<file path="config.mk">
export PLATFORM = sky130hd
export DESIGN_NAME = uart_tx_fifo_flat
export DESIGN_NICKNAME = d
export VERILOG_FILES = /design/src/rtl/uart_tx_fifo_pkg.sv /design/src/rtl/uart_tx_fifo_if.sv /design/src/rtl/uart_tx_fifo_ram.sv /design/src/rtl/uart_tx_fifo.sv /design/src/flat_wrapper.sv
export SDC_FILE = /design/constraint.sdc
export NUM_CORES = 1
export LEC_CHECK = 0
export CELL_PAD_IN_SITES_DETAIL_PLACEMENT = 0
export CELL_PAD_IN_SITES_GLOBAL_PLACEMENT = 1
export CORE_UTILIZATION = 25
export CTS_BUF_LIST = sky130_fd_sc_hd__clkbuf_4 sky130_fd_sc_hd__clkbuf_8 sky130_fd_sc_hd__clkbuf_16
export DETAILED_ROUTE_END_ITERATION = 16
export MAX_ROUTING_LAYER = met4
export PLACE_DENSITY = 0.48
export SYNTH_ARGS = -nofsm -noshare
export SYNTH_HDL_FRONTEND = slang
export SYNTH_SLANG_ARGS = --single-unit
</file>
<file path="constraint.sdc">
create_clock -name sysClk -period 2.55 [get_ports sysClk]
set_input_delay 0.765 -clock sysClk [delete_from_list [all_inputs] [get_ports sysClk]]
set_output_delay 0.765 -clock sysClk [all_outputs]
set_load 0.02 [all_outputs]
</file>
<file path="src/rtl/uart_tx_fifo_pkg.sv">
// Shared types and default sizing for the UART transmit byte buffer.
// Imported by the interface, the storage array and the top module.
package uart_tx_fifo_pkg;

    localparam int DEPTH_LOG2_DEF   = 4;
    localparam int BUSY_TIMEOUT_DEF = 64;

    typedef enum logic [1:0] {
        IDLE       = 2'd0,
        WAIT_BUSY  = 2'd1,
        WAIT_READY = 2'd2
    } tx_state_e;

endpackage

</file>
<file path="src/rtl/uart_tx_fifo_if.sv">
// Core-side write port and UART-side handshake of the transmit byte buffer.
// The master drives strobes and the UART idle level; the slave is the buffer.
interface uart_tx_fifo_if
    import uart_tx_fifo_pkg::*;
#(
    parameter int DEPTH_LOG2 = DEPTH_LOG2_DEF
);

    logic                  flush;
    logic                  push;
    logic [7:0]            pushData;
    logic                  coreReady;
    logic                  tx_ready;
    logic                  start_transmit;
    logic [7:0]            data_tx;
    logic [DEPTH_LOG2:0]   count;
    logic                  overflow;

    modport master (
        output flush, push, pushData, tx_ready,
        input  coreReady, start_transmit, data_tx, count, overflow
    );

    modport slave (
        input  flush, push, pushData, tx_ready,
        output coreReady, start_transmit, data_tx, count, overflow
    );

endinterface

</file>
<file path="src/rtl/uart_tx_fifo_ram.sv">
// Byte storage for the transmit buffer: synchronous write, asynchronous read.
// Contents carry no reset; validity is tracked by the pointers in the top.
module byte_fifo_ram
    import uart_tx_fifo_pkg::*;
#(
    parameter int DEPTH_LOG2 = DEPTH_LOG2_DEF
) (
    input  logic                  sysClk,
    input  logic                  wrEn,
    input  logic [DEPTH_LOG2-1:0] wrAddr,
    input  logic [7:0]            wrData,
    input  logic [DEPTH_LOG2-1:0] rdAddr,
    output logic [7:0]            rdData
);

    logic [7:0] mem [1 << DEPTH_LOG2];

    always_ff @(posedge sysClk) begin
        if (wrEn) begin
            mem[wrAddr] <= wrData;
        end
    end

    assign rdData = mem[rdAddr];

endmodule

</file>
<file path="src/rtl/uart_tx_fifo.sv">
// Transmit byte buffer between the core output port and the UART: queues
// bytes from one-cycle pushes and issues one start pulse per byte.
module uart_tx_fifo
    import uart_tx_fifo_pkg::*;
#(
    parameter int DEPTH_LOG2   = DEPTH_LOG2_DEF,
    parameter int BUSY_TIMEOUT = BUSY_TIMEOUT_DEF
) (
    input  logic          sysClk,
    input  logic          reset,
    uart_tx_fifo_if.slave bus
);

    localparam int DEPTH        = 1 << DEPTH_LOG2;
    localparam int TIMER_W      = (BUSY_TIMEOUT > 1) ? $clog2(BUSY_TIMEOUT) : 1;
    localparam int TIMER_LAST_I = BUSY_TIMEOUT - 1;
    localparam logic [TIMER_W-1:0]  TIMER_LAST = TIMER_LAST_I[TIMER_W-1:0];
    localparam logic [DEPTH_LOG2:0] COUNT_FULL = DEPTH[DEPTH_LOG2:0];

    tx_state_e             state;
    logic [DEPTH_LOG2-1:0] wrPtr;
    logic [DEPTH_LOG2-1:0] rdPtr;
    logic [DEPTH_LOG2:0]   count;
    logic [TIMER_W-1:0]    busyTimer;
    logic                  startPulse;
    logic [7:0]            dataTx;
    logic                  overflowFlag;
    logic [7:0]            rdData;
    logic                  full;
    logic                  empty;
    logic                  doPop;
    logic                  doPush;
    logic                  dropPush;

    assign full  = (count == COUNT_FULL);
    assign empty = (count == '0);

    // A pop frees a slot on the same edge, so a push while full still fits.
    assign doPop    = (state == IDLE) && !empty && bus.tx_ready;
    assign doPush   = bus.push && !bus.flush && (!full || doPop);
    assign dropPush = bus.push && !bus.flush && full && !doPop;

    byte_fifo_ram #(
        .DEPTH_LOG2 (DEPTH_LOG2)
    ) u_ram (
        .sysClk (sysClk),
        .wrEn   (doPush),
        .wrAddr (wrPtr),
        .wrData (bus.pushData),
        .rdAddr (rdPtr),
        .rdData (rdData)
    );

    always_ff @(posedge sysClk or posedge reset) begin
        if (reset) begin
            wrPtr <= '0;
            rdPtr <= '0;
            count <= '0;
        end else if (bus.flush) begin
            wrPtr <= '0;
            rdPtr <= '0;
            count <= '0;
        end else begin
            if (doPush) begin
                wrPtr <= wrPtr + 1'b1;
            end
            if (doPop) begin
                rdPtr <= rdPtr + 1'b1;
            end
            if (doPush && !doPop) begin
                count <= count + 1'b1;
            end else if (!doPush && doPop) begin
                count <= count - 1'b1;
            end
        end
    end

    always_ff @(posedge sysClk or posedge reset) begin
        if (reset) begin
            overflowFlag <= 1'b0;
        end else if (dropPush) begin
            overflowFlag <= 1'b1;
        end
    end

    // Flush leaves this FSM alone so a frame already handed to the UART finishes.
    always_ff @(posedge sysClk or posedge reset) begin
        if (reset) begin
            state      <= IDLE;
            busyTimer  <= '0;
            startPulse <= 1'b0;
            dataTx     <= 8'h00;
        end else begin
            startPulse <= 1'b0;
            case (state)
                IDLE: begin
                    if (doPop) begin
                        dataTx     <= rdData;
                        startPulse <= 1'b1;
                        busyTimer  <= '0;
                        state      <= WAIT_BUSY;
                    end
                end
                WAIT_BUSY: begin
                    busyTimer <= busyTimer + 1'b1;
                    if (!bus.tx_ready || (busyTimer == TIMER_LAST)) begin
                        state <= WAIT_READY;
                    end
                end
                WAIT_READY: begin
                    if (bus.tx_ready) begin
                        state <= IDLE;
                    end
                end
                default: begin
                    state <= IDLE;
                end
            endcase
        end
    end

    assign bus.coreReady      = !full;
    assign bus.start_transmit = startPulse;
    assign bus.data_tx        = dataTx;
    assign bus.count          = count;
    assign bus.overflow       = overflowFlag;

endmodule
</file>
<file path="src/flat_wrapper.sv">
// flat-port wrapper written by rule: the top's interface ports become plain ports
module uart_tx_fifo_flat import uart_tx_fifo_pkg::*;
#(
    parameter int DEPTH_LOG2   = DEPTH_LOG2_DEF,
    parameter int BUSY_TIMEOUT = BUSY_TIMEOUT_DEF
)
  (sysClk, reset, bus_flush, bus_push, bus_pushData, bus_tx_ready, bus_coreReady, bus_start_transmit, bus_data_tx, bus_count, bus_overflow);
  uart_tx_fifo_if #(.DEPTH_LOG2(DEPTH_LOG2)) bus_i ();
  input  logic sysClk;
  input  logic reset;
  input wire logic [$bits(bus_i.flush)-1:0] bus_flush;
  input wire logic [$bits(bus_i.push)-1:0] bus_push;
  input wire logic [$bits(bus_i.pushData)-1:0] bus_pushData;
  input wire logic [$bits(bus_i.tx_ready)-1:0] bus_tx_ready;
  output wire logic [$bits(bus_i.coreReady)-1:0] bus_coreReady;
  output wire logic [$bits(bus_i.start_transmit)-1:0] bus_start_transmit;
  output wire logic [$bits(bus_i.data_tx)-1:0] bus_data_tx;
  output wire logic [$bits(bus_i.count)-1:0] bus_count;
  output wire logic [$bits(bus_i.overflow)-1:0] bus_overflow;
  assign bus_i.flush = bus_flush;
  assign bus_i.push = bus_push;
  assign bus_i.pushData = bus_pushData;
  assign bus_i.tx_ready = bus_tx_ready;
  assign bus_coreReady = bus_i.coreReady;
  assign bus_start_transmit = bus_i.start_transmit;
  assign bus_data_tx = bus_i.data_tx;
  assign bus_count = bus_i.count;
  assign bus_overflow = bus_i.overflow;
  uart_tx_fifo #(.DEPTH_LOG2(DEPTH_LOG2), .BUSY_TIMEOUT(BUSY_TIMEOUT)) u_core (.sysClk(sysClk), .reset(reset), .bus(bus_i));
endmodule
</file>
# Word-level counts from Yosys, hierarchy flattened
# Memories as Yosys holds them, arrays and structs flattened. A register that Yosys moved wholly into a read port is not among the register bits.
# Index checks and enable logic that the tools add are counted.
# totals
elab_cells	62
in_bits	13
mem_bits_rw	128
reg_bits	23
output_inout_bits	16
mem_count	1
# mem_list
memory	words	word_bits	rd	rd_clocked_by_memory_dff	wr	line	text
u_core.u_ram.mem	16	8	1	1	1	uart_tx_fifo_ram.sv:16	logic [7:0] mem [1 << DEPTH_LOG2];
# classes
n_reduce_logical	25
addsub	5
muxes	17
eq_ne	7
# ops
cell	n
$mux 4	4
$mux 5	3
$pmux 6 s2	1
$add 4x1->4 const B	2
$logic_and 1x1->1	8
$add 6x1->6 const B	1
$eq 6x6->1 const B	1
$logic_not 1->1	6
$mux 2	3
$mux 6	1
$pmux 2 s3	1
$reduce_bool 2->1	3
$add 5x1->5 const B	1
$eq 5x5->1 const B	1
$logic_not 5->1	1
$sub 5x1->5 const B	1
$mux 1	4
$ne 2x1->1 const B	2
$reduce_and 2->1	2
$reduce_and 3->1	1
$reduce_bool 3->1	1
$eq 2x1->1 const B	1
$eq 2x2->1 const B	1
$logic_not 2->1	1
2 further kinds	3

# Logic depth before layout (Yosys ltp)
# Gate-level depths: netlist of run 1.
# logic_depth
ltp_word	11
ltp_mapped	9
mapped_depth_nobuf	8

# By module
# A second synthesis of run 1 with hierarchy kept.
# unflattened
cells_unflattened	366
hier_area_um2	6591.3
# modules_own_cells
module	cells_per_inst	area_each_um2	instances	seq_area_each_um2
byte_fifo_ram	221	4987.3	1	3843.7
uart_tx_fifo	145	1604.0	1	775.7

# Worst setup path after synthesis of run 1
# Ideal clock, no wire load.
# synth_path
path_type	input to register
start	input bus_tx_ready
end	register u_core.count[4], in the netlist u_core.bus.count[4]
arrival_time_ns	2.647
required_ns	2.413
setup_slack_ns	-0.234
cell_stages	9
setup_time_ns	0.137
n_path_buf	1
cell_sequence	or3b_1 -> clkbuf_1 -> nor2_1 -> or3_1 -> ha_1 -> a21oi_1 -> nand2_1 -> o311ai_0 -> a31oi_1
# synth_via
elab_chain_cells	6
word_cells_on_any_way	10
classes_between	2 x mux; 8 x reduce/logical
# synth_rtl
element	line	text
start: declaration	flat_wrapper.sv:14	input wire logic [$bits(bus_i.tx_ready)-1:0] bus_tx_ready;
$logic_and 1x1->1 (*)	uart_tx_fifo.sv:39	assign doPop = (state == IDLE) && !empty && bus.tx_ready;
$logic_or 1x1->1	uart_tx_fifo.sv:40	assign doPush = bus.push && !bus.flush && (!full || doPop);
$logic_and 1x1->1	uart_tx_fifo.sv:40	
$logic_and 1x1->1 / $logic_not 1->1 (equally long branches)	uart_tx_fifo.sv:70, uart_tx_fifo.sv:72	
$mux 5 / $logic_and 1x1->1 (equally long branches)	uart_tx_fifo.sv:70, uart_tx_fifo.sv:72	
$mux 5 / $reduce_bool 3->1 (equally long branches)	n/a	
end signal: assignment	uart_tx_fifo.sv:71	count <= count + 1'b1;
end signal: assignment	uart_tx_fifo.sv:73	count <= count - 1'b1;
end: declaration	uart_tx_fifo.sv:23	logic [DEPTH_LOG2:0] count;
# Every way passes the cells marked *; elsewhere a longest branch is shown, timed or not.
# A chain may end at the register's enable or synchronous reset.

# Worst setup path after layout of run 1
# layout_path
start	input bus_flush
end	register u_core.count[4], in the netlist u_core.bus.count[4]
# layout_via
elab_chain_cells	6
word_cells_on_any_way	9
classes_between	2 x mux; 7 x reduce/logical
# layout_rtl
element	line	text
start: declaration	flat_wrapper.sv:11	input wire logic [$bits(bus_i.flush)-1:0] bus_flush;
$logic_not 1->1	uart_tx_fifo.sv:40	
$logic_and 1x1->1 (2 in series)	uart_tx_fifo.sv:40	
$logic_and 1x1->1 / $logic_not 1->1 (equally long branches)	uart_tx_fifo.sv:70, uart_tx_fifo.sv:72	
$mux 5 / $logic_and 1x1->1 (equally long branches)	uart_tx_fifo.sv:70, uart_tx_fifo.sv:72	
$mux 5 / $reduce_bool 3->1 (equally long branches)	n/a	
# Several ways; a longest one is shown, not always the timed one.

==> results.md, run 1 <==
* Layout cells sized above 1 at 30.6%
* RD Place Congestion at 0.786
* Final Hold Vio Count at 0
* Sequential fraction of the synthesis area at 69.8%
* Reg-to-reg endpoint: u_core.bus.count[4]
* # IOs at 29
* Area contributors post-synth: edfxtp_1 (58%), dfrtp_1 (12%), mux4_2 (11%)
* Peak VDD IR at 0.466 mV
* Min-delay src: u_core.bus.overflow
* Crit path buf inv count at 1
* Startpoint Class: input port
* Vias in the first global route at 3843
* Worst Hold Path EP: u_core.bus.overflow
* CTS root buffer: clkbuf_16
* Sw frac at 31.6%
* Ys async rst share at between 10% and 20%
* Global-route met3 utilization at 2.89%
* Yosys warns at 0
* Max clock buf depth at 2
* Total gr overflow at 0
* CP arrival at 2.75 ns
* Post-Syn Area at 0.00662 mm^2
* Clk pwr share at 30.7%
* WL final at between 15000 and 20000 um
* First-pass GRT wire length at 23500 um
* Max-Cap Viols at 0
* GR Util met2 at 20.1%
* Fmax at 408 MHz
* Gr usage total at 12.7%
* Pre-CTS WS at -0.574 ns
* R2R depth at 9
* HPWL Detailed at roughly 10000 um
* Met1 GRT Util at 16.4%
* WHS Path Cells at 1
* Total power at 7880 uW
* Static leakage at 0.00288 uW
* Combinational power share at 29.1%
* Avg Inst Size Synth at 17.2 um^2
* Drt via density at 4.58
* TritonCTS clock tree: yes
* CTS Sinks at 159
* Core box area at 0.0261 mm^2
* Seq pwr share at 40.2%
* Pin count of the biggest net entering global routing at 36
* Vias at 3702
* Antenna violations before repair at 0
* Share of the synthesized area in the top cell type at 58.0%
* Slowest cell on crit path: or3_4
* Fin crit period at 2.45 ns
* Final WS setup at 0.100 ns
* I/O Buffers at 28
* Reg2Reg Launch Point: u_core.bus.count[3]
* Worst-path cell chain: clkdlybuf4s50_1 -> nand2b_1 -> or3_4 -> fa_2 -> nand3_4 -> nand2_4 -> o311ai_4 -> a31oi_1
* Site Rows at 59
* Residual DRC count at 0
* Synth Instances at 384
* Layer with the highest usage: met2
* NetSw at between 2000 and 2500 uW
* Worst Hold Class: flip-flop to flip-flop
* Final #Nets at 485
* Pint at 5390 uW
* Clock-pin slew on the worst setup and hold paths at 0.07 ns
* Crit Path Class: input port to flip-flop
* Die span in x at 165 um
* Syn_nets at about 400
* CP Max Fanout at 4
* Clk Latency, worst-skew pair at 0.42 ns
* Tcrit/Tclk final at 96.1%
* Headroom to the max-slew limit at between 50 and 60%
* Final setup vio count at 0
* Yosys cell types at 50
* Post-Route Skew at roughly 0.011 ns
* Die Ht at 165 um
* CTS Hold Bufs at 0
* Dominant synthesized flop cell: edfxtp_1
* Biggest area consumer among synthesized cells: edfxtp_1
* Area Overhead vs Synth at 27.6%
* Initial Util at 25.4%
* Worst setup EP type: flip-flop
* Setup TNS at 0 ns
* R2r setup slk at 0.11 ns
* 1st-iter DRT viols at 288
* Post-synth EDFFs at 128
* Pwr Density at 933 mW/mm^2
* Status: finished, final reports clean
* Drt first pass iters at 4
* Crit-path leading delay family: simple AND/OR/NAND/NOR gates
* Die area at 0.0271 mm^2
* Worst path max stage delay at 0.44 ns
* Synth Register Bits at between 150 and 200
* Worst EP required at about 2.9 ns
* ANT cells at 0
* Drt wl/cell at 19.2 um
* Worst Max-Slew Pin Slew at 0.695 ns
* Routed Antenna Nets at 0
* Inserted Clock Buffers at 17
* H-tree Lvls at 4
* Final Slew Violations at 0
-- worst max path at each step --
stage | from | endpoint | slack (ns) | depth (start not counted)
floorplan | bus_tx_ready | u_core.bus.count[4] | 0.02 | 9
global placement | bus_tx_ready | u_core.u_ram.mem[3][6] | -0.53 | 8
detailed placement | bus_tx_ready | u_core.u_ram.mem[0][0] | -0.57 | 8
CTS | u_core.bus.count[2] | bus_coreReady | -0.03 | 4
global route | u_core.bus.count[3] | u_core.bus.count[4] | -0.006 | 9
finish | bus_flush | u_core.bus.count[4] | 0.10 | 8
-- cells by family (layout without fill, tap and decap cells) --
group                      count (synthesis)  count (layout)  share of synthesized area [%]
AOI/OAI and AO/OA                         56              56                           5.67
xor gates and xnor gates                   8               8                           1.06
adders and majority gates                 11              11                           2.19
buffers and inverters                     31             121                           2.29
DFF                                      159             159                           69.8
muxes                                     46              46                           13.2
and+or+nand+nor                           73              73                           5.82
-- power by group through the flow --
| stage | Sequential, uW | Combinational, uW | Clock (uW) |
|---|---|---|---|
| after floorplan | 3350 | 1100 | 0 |
| after detailed placement | 3220 | 2130 | 0 |
| after CTS | 3170 | 2190 | 2480 |
| final | 3170 | 2290 | 2420 |
| after global placement | 3220 | 2110 | 0 |
| after global routing | 3190 | 2500 | 2580 |
-- Yosys cell counts, drive strengths merged, types with 2 or more instances --
cell / n
nor3: 2
edfxtp: 128
and3: 2
a21o: 3
a211oi: 2
mux2: 9
o22ai: 16
o21ai: 11
inv: 12
a31oi: 3
nor3b: 2
xor2: 3
nand2b: 4
buf: 12
a21oi: 13
and2: 12
clkbuf: 7
o311ai: 2
dfrtp: 31
o211ai: 2
mux4: 32
xnor2: 5
ha: 10
nand2: 16
mux2i: 5
nor2b: 2
nand3: 9
nor2: 17
-- layout make-up --
| type | count | area (um^2) |
|---|---|---|
| fillers | 2550 | 17600 |
| flip-flops and latches | 159 | 4620 |
| multi-input cells | 194 | 1980 |
| repair buffers | 77 | 825 |
| clock buffers | 18 | 433 |
| well taps | 335 | 419 |
| clock inverters | 14 | 125 |
| inverters | 12 | 45.0 |
-- state kept, by name, summed over array words and instances (netlist names) --
register	count
u_core.bus.count	5
u_core.bus.data_tx	8
u_core.bus.overflow	1
u_core.bus.start_transmit	1
u_core.busyTimer	6
u_core.rdPtr	4
u_core.state	2
u_core.u_ram.mem	128
u_core.wrPtr	4
-- stage by stage --
step | util [%] | hold slack (ns) | instance area, um^2 | std cells
floorplan | - | 0.472 | 6660 | 384
global placement | 29.9 | 0.465 | 7790 | 777
detailed placement | 29.9 | 0.464 | 7790 | 777
CTS | 32.2 | 0.488 | 8380 | 810
global route | 32.4 | 0.524 | 8450 | 809
finish | 32.4 | 0.499 | 8450 | 809
-- repair_timing --
item,in CTS,in global routing
setup buffers,1,0
pin swaps,0,9
endpoints found under the hold margin,0,0
gates resized for setup,7,18
endpoints found under the setup margin,82,71
-- metal layers --
metal | wire [um] | vias to the layer above
met4 | 97 | 0
met2 | 7560 | 86
met5 | 0 | -
li1 | - | 1663
met1 | 7230 | 1943
met3 | 656 | 10
-- cells in the final DEF, fill, tap and decap left out, types with 4 or more instances in the layout --
cell,Yosys,layout
mux4_2,32,32
and2_1,12,10
mux2i_1,5,5
dfrtp_1,31,30
mux2_2,8,8
xnor2_1,5,5
clkbuf_16,0,17
ha_1,10,9
nand2b_1,4,4
buf_12,0,14
o21ai_0,9,8
buf_4,4,34
nor2_1,17,15
o22ai_1,16,16
nand2_1,16,15
edfxtp_1,128,128
inv_1,11,11
clkdlybuf4s50_1,0,26
nand3_1,9,8
a21oi_1,13,12
inv_6,0,5
Power figures use the tool's default switching activity.
==> inputs of run 2 (changes only) <==
--- a/config.mk
+++ b/config.mk
@@ -5,13 +5,14 @@
 export SDC_FILE = /design/constraint.sdc
 export NUM_CORES = 1
 export LEC_CHECK = 0
+export ABC_AREA = 1
 export CELL_PAD_IN_SITES_DETAIL_PLACEMENT = 0
 export CELL_PAD_IN_SITES_GLOBAL_PLACEMENT = 1
 export CORE_UTILIZATION = 25
 export CTS_BUF_LIST = sky130_fd_sc_hd__clkbuf_4 sky130_fd_sc_hd__clkbuf_8 sky130_fd_sc_hd__clkbuf_16
 export DETAILED_ROUTE_END_ITERATION = 16
 export MAX_ROUTING_LAYER = met4
-export PLACE_DENSITY = 0.48
+export PLACE_DENSITY = 0.5
 export SYNTH_ARGS = -nofsm -noshare
 export SYNTH_HDL_FRONTEND = slang
 export SYNTH_SLANG_ARGS = --single-unit
==> run 2 against run 1 <==
Effect of this change: register-to-register slack improved by 0.41 ns; non-clock buffer count unchanged; sequential power about the same; setup slack improved by 0.14 ns; clock skew about the same; flip-flop and latch count unchanged; hold slack got worse by 0.028 ns; utilization decreased by 1.6 points; critical path depth decreased by 7; clock power increased by 3%; largest cell class unchanged.
==> results.md, run 2 <==
* R2R depth at 14
* Crit-path leading delay family: buffers and inverters
* Area Overhead vs Synth at 21.6%
* Crit path buf inv count at 1
* CTS root buffer: clkbuf_16
* TritonCTS clock tree: yes
* ANT cells at 0
* Synth Area in Compound Gates at 2.27%
* CP Max Fanout at 5
* Worst setup EP type: output pin
* Routed Antenna Nets at 0
* Inserted Clock Buffers at 17
* Drt first pass iters at 5
* Commonest non-fill, non-tap cells in the layout: nand2_1 (270), edfxtp_1 (128), nand3_1 (80)
* Drt wl/cell at 15.8 um
* Clk Latency, worst-skew pair at 0.42 ns
* Post-Synth Simple-Gate Area at between 20% and 30%
* Vias in the first global route at slightly below 5000
* Area post-placement at 0.00798 mm^2
* Final Hold Vio Count at 0
* Avg Inst Size Synth at 10.2 um^2
* HPWL Detailed at 12400 um
* Area contributors post-synth: edfxtp_1 (55%), nand2_1 (14%), dfrtp_1 (11%)
* Non-Filler Instances at 1149
* Drt via density at 4.22
* Fmax at 434 MHz
* Vias at 4844
* Worst EP required at approximately 1.8 ns
* Residual DRC count at 0
* Commonest non-fill, non-tap cell in the layout: nand2_1
* 1st-iter DRT viols at 312
* Final setup vio count at 0
* Worst Hold Class: flip-flop to flip-flop
* Syn_nets at 713
* Synth Register Bits at roughly 160
* Max clock buf depth at 2
* Fin util at between 30% and 40%
* Worst Max-Slew Pin Slew at 0.730 ns
* Dominant synthesized flop cell: edfxtp_1
* CP arrival at 1.54 ns
* Core box area at 0.0278 mm^2
* Sequential fraction of the synthesis area at 65.6%
* Adder-cell share of the synthesized area at 2.06%
* Slowest cell on crit path: clkdlybuf4s50_1
* Yosys warns at 0
* Layout cells sized above 1 at around 13%
* RSZ-0062 raised after global routing: false
* Count leader, synth: nand2_1
* Dpl cells at 1117
* Static leakage at between 0.003 and 0.004 uW
* Antenna violations before repair at 0
* Post-synthesis xor/xnor area fraction at 0.622%
* Post-Syn Area at 0.00705 mm^2
* Clock-pin slew on the worst setup and hold paths at 0.06 ns
* Total power at 7850 uW
* CTS Sinks at 159
* Startpoint Class: flip-flop
* Die area at 0.0289 mm^2
* Post-synthesis mux area share at 0%
* First-pass GRT wire length at 28400 um
* Post-Route Skew at 0.0112 ns
* Die span in x at 170 um
* Share of the synthesized area in the top cell type at 54.6%
* Final instance area at 0.00857 mm^2
* Worst path max stage delay at between 0.6 and 0.7 ns
* Total gr overflow at 0
* Top reg by flops: u_core.u_ram.mem
* Biggest area consumer among synthesized cells: edfxtp_1
* Peak VDD IR at 0.394 mV
* Tcrit/Tclk final at 90.5%
* Top cells by count, synth: nand2_1 (270), edfxtp_1 (128), nand3_1 (80)
* Die Ht at between 150 and 200 um
* RD Place Congestion at slightly below 0.8
* Status: finished, final reports clean
* Final #Nets at slightly below 800
* WL final at 18100 um
* Initial Util at around a quarter
* Gr usage total at 13.7%
* CTS resizes at 1
* Post-synth EDFFs at 128
* # IOs at 29
* I/O Buffers at 28
* Ys async rst share at about a fifth
* CTS Hold Bufs at 0
* Pin count of the biggest net entering global routing at 67
* Crit Path Class: flip-flop to output pin
* Fin crit period at 2.31 ns
* Final Slew Violations at 0
* WHS Path Cells at 1
* Largest family of logic cells by synthesized area: simple AND/OR/NAND/NOR gates
* Headroom to the max-slew limit at 51.3%
* CP Depth at 1
* H-tree Lvls at 4
* Max-Cap Viols at 0
* Site Rows at 61
* Pwr Density at 917 mW/mm^2
* Yosys cell types at 31
* Max reg flops at 128
* Post-CTS setup buffer count at 0
* Worst-path cell chain: clkdlybuf4s50_1
* Synth Instances at 689
==> run 2: cell types whose count changed in the layout (fill, tap and decap cells not counted), sizes merged, moves of 5 or more <==
cell,change
nand2,+256
nand3,+74
inv,+38
mux4,-32
nor2,+28
o22ai,-14
and2,-12
mux2,-9
clkinv,+7
a21oi,-6
o21ai,+6
mux2i,-5
==> run 2: layout make-up <==
class	instances	area (um^2)
repair buffers	77	659
multi-input cells	447	2020
flip-flops and latches	159	4620
inverters	56	210
fillers	2906	19200
clock inverters	15	158
well taps	378	473
clock buffers	17	425
==> run 2: routing by layer <==
metal  vias up  GRT usage, %  wire length (um)
met2        68          21.0              8510
li1       2404             -                 -
met1      2361          18.5              8950
met5         -             -                 0
met4         0          4.15               184
met3        11          2.47               486
==> run 2: through the flow <==
stage,setup TNS (ns),worst slack [ns],hold WS [ns]
after floorplan,0,0.341,0.470
after global placement,-6.17,-0.111,0.462
after detailed placement,-7.94,-0.125,0.467
after CTS,0,0.202,0.484
after global routing,0,0.145,0.509
final,0,0.243,0.472
==> run 2: kinds of logic (layout without fill, tap and decap cells) <==
group                      after synthesis  after routing
AOI/OAI and AO/OA                       29             29
adders and majority gates               11             11
buffers and inverters                   83            165
xor gates and xnor gates                 5              5
and+or+nand+nor                        402            402
DFF                                    159            159
==> run 2: worst register-to-register path: cells and delay by family, from the launching register on <==
family / cells / cell delay [ns]
AND/OR/NAND/NOR: 11 / 0.97
flip-flops: 1 / 0.44
adder cells (fa/ha/maj): 1 / 0.31
buffers and inverters: 2 / 0.21
==> run 2: where the power goes <==
| group | total [uW] | switching [uW] | internal (uW) |
|---|---|---|---|
| clock network | 2500 | 1120 | 1380 |
| logic | 2210 | 1420 | 795 |
| registers | 3140 | 144 | 3000 |
==> run 2: worst paths after layout <==
| check | from | endpoint | slack (ns) |
|---|---|---|---|
| max | u_core.bus.count[4] | bus_count[4] | 0.24 |
| min | u_core.bus.overflow | u_core.bus.overflow | 0.47 |
| max reg2reg | u_core.bus.count[2] | u_core.bus.count[4] | 0.52 |
| min reg2reg | u_core.bus.overflow | u_core.bus.overflow | 0.47 |
| max in group asynchronous | reset | u_core.rdPtr[0] | 1.50 |
| min in group asynchronous | reset | u_core.busyTimer[5] | 0.73 |
==> inputs of run 3 (changes only) <==
--- a/config.mk
+++ b/config.mk
@@ -13,6 +13,7 @@
 export DETAILED_ROUTE_END_ITERATION = 16
 export MAX_ROUTING_LAYER = met4
 export PLACE_DENSITY = 0.5
+export SETUP_SLACK_MARGIN = 0.5
 export SYNTH_ARGS = -nofsm -noshare
 export SYNTH_HDL_FRONTEND = slang
 export SYNTH_SLANG_ARGS = --single-unit
==> run 3 against run 2 <==
Effect of this change: the flow now finishes with violations (design-rule violations); clock-buffer cell count up 8; register-to-register slack improved by 0.11 ns; hold slack worse by 0.0067 ns; first-iteration DRC count shrank 21%; clock skew shrank 0.0034 ns; utilization increased by 0.42 points; clock power grew 7%; sequential power hardly changed; via count is 0.12% higher; critical path type unchanged; setup slack better by 0.28 ns; sequential share of layout area decreased by 0.67 points; largest power group unchanged; critical endpoint is now bus_coreReady.
==> results.md, run 3 (synthesis gave the netlist of run 2 again) <==
* Seq pwr share at 39.0%
* Max reg flops at approximately 130
* CTS root buffer: clkbuf_16
* Residual DRC count at 1
* Drt via density at 4.22
* Clk pwr share at around 33%
* Clock-pin slew on the worst setup and hold paths at 0.06 ns
* Global-route met3 utilization at 2.14%
* Initial Util at 25.4%
* Total gr overflow at 0
* Area post-placement at about 0.0080 mm^2
* 1st-iter DRT viols at between 200 and 250
* Status: finished with violations
* Die Ht at approximately 170 um
* Startpoint Class: flip-flop
* Vias at 4850
* Fin crit period at 2.03 ns
* Die span in x at 170 um
* Dpl cells at approximately 1100
* FILL cells at between 2000 and 3000
* Non-Filler Instances at roughly 1200
* Inserted Clock Buffers at 17
* Peak VDD IR at 0.499 mV
* Worst Hold Class: flip-flop to flip-flop
* CP arrival at 1.26 ns
* WL final at about 18000 um
* Clk Latency, worst-skew pair at 0.42 ns
* NetSw at 2650 uW
* CTS Sinks at 159
* Crit Path Class: flip-flop to output pin
* Commonest non-fill, non-tap cells in the layout: nand2_1 (269), edfxtp_1 (128), nand3_1 (79)
* Pint at ~5400 uW
* Core box area at 0.0278 mm^2
* Worst EP required at 1.79 ns
* Layer with the highest usage: met2
* Tcrit/Tclk final at 79.6%
* Drt first pass iters at 12
* Max-Cap Viols at 0
* Fmax at 493 MHz
* ANT cells at 0
* Site Rows at 61
* Pin count of the biggest net entering global routing at 67
* Final setup vio count at 0
* Pre-CTS WS at -0.0734 ns
* Met1 GRT Util at between 10% and 20%
* Pwr Density at between 900 and 1000 mW/mm^2
* Drt wl/cell at 15.8 um
* Headroom to the max-slew limit at between 60 and 70%
* Final instance area at 0.00868 mm^2
* Worst Max-Slew Pin Slew at 0.532 ns
* RSZ-0062 raised after global routing: true
* Setup TNS at 0 ns
* Area Overhead vs Synth at 23.2%
* Fin util at a little under a third
* Final Slew Violations at 0
* TritonCTS clock tree: yes
* Worst setup EP type: output pin
* Layout cells sized above 1 at 14.8%
* Post-Route Skew at between 0.007 and 0.008 ns
* CP Max Fanout at 4
* Static leakage at 0.00362 uW
* Failing checks: design-rule violations
* HPWL Detailed at 11900 um
* RD Place Congestion at 0.770
* Sw frac at 32.8%
* Routed Antenna Nets at 0
* Final Hold Vio Count at 0
* # IOs at 29
* Vias in the first global route at 4961
* Die area at 0.0289 mm^2
* Final #Nets at 783
* Final WS setup at about 0.52 ns
* Gr usage total at 13.9%
* Commonest non-fill, non-tap cell in the layout: nand2_1
* Max clock buf depth at 2
* GR Util met2 at between 20% and 30%
* I/O Buffers at 28
* Top reg by flops: u_core.u_ram.mem
* Antenna violations before repair at 0
* Combinational power share at 27.8%
* H-tree Lvls at 4
* First-pass GRT wire length at roughly 29000 um
-- run 3: cell types whose count changed in the layout (fill, tap and decap cells not counted), sizes merged --
cell	previous run	this run
buf	49	51
clkdlybuf4s50	27	9
dlygate4sd2	1	18
clkbuf	17	25
clkinv	11	3
-- run 3: power groups by stage --
stage / clock network, uW / logic, uW / registers (uW)
6_report: 2680 / 2240 / 3150
5_1_grt: 2840 / 2530 / 3170
4_1_cts: 2750 / 2210 / 3150
3_5_place_dp: 0 / 2240 / 3210
3_3_place_gp: 0 / 2240 / 3200
2_1_floorplan: 0 / 1430 / 3290
-- run 3: area by class of cell --
class / instances / area, um^2 / share of cell area, %
Sequential cell: 159 / 4630 / 53.3
Tap cell: 378 / 473 / 5.45
Timing Repair Buffer: 78 / 647 / 7.45
Clock inverter: 7 / 80.1 / 0.922
Clock buffer: 25 / 563 / 6.48
Inverter: 56 / 216 / 2.49
Multi-Input combinational cell: 447 / 2080 / 23.9
-- run 3: timing repair --
item | 4_1_cts | 5_1_grt
pin swaps | 5 | 6
hold endpoints to repair | 0 | 0
gates resized for setup | 25 | 12
cloned | 0 | 0
setup buffers | 3 | 5
setup endpoints to repair | 135 | 10
hold buffers | 0 | 0
-- run 3: path summary, 6_finish.rpt --
check	from	end	slack (ns)	cells after the start
setup / recovery	u_core.bus.count[1]	bus_coreReady	0.52	3
hold / removal	u_core.bus.overflow	u_core.bus.overflow	0.47	1
setup reg to reg	u_core.bus.count[3]	u_core.bus.count[3]	0.63	11
hold reg to reg	u_core.bus.overflow	u_core.bus.overflow	0.47	1
max in group asynchronous	reset	u_core.bus.count[3]	1.48	3
min in group asynchronous	reset	u_core.busyTimer[4]	0.73	3
-- run 3: critical path: stages, from the launching register on --
cell and delay [ns]:
dfrtp_2 0.44, nor2_4 0.15, nand3_4 0.10, buf_6 0.15
-- run 3: layer usage --
layer	up-vias	wire [um]
li1	2412	-
met1	2359	8560
met2	57	8770
met3	22	390
met4	0	396
met5	-	0
-- run 3: metrics by stage --
stage | total power, uW | hold WS, ns
floorplan | 4720 | 0.470
finish | 8070 | 0.465
CTS | 8110 | 0.477
detailed placement | 5450 | 0.467
global placement | 5440 | 0.455
global route | 8550 | 0.496
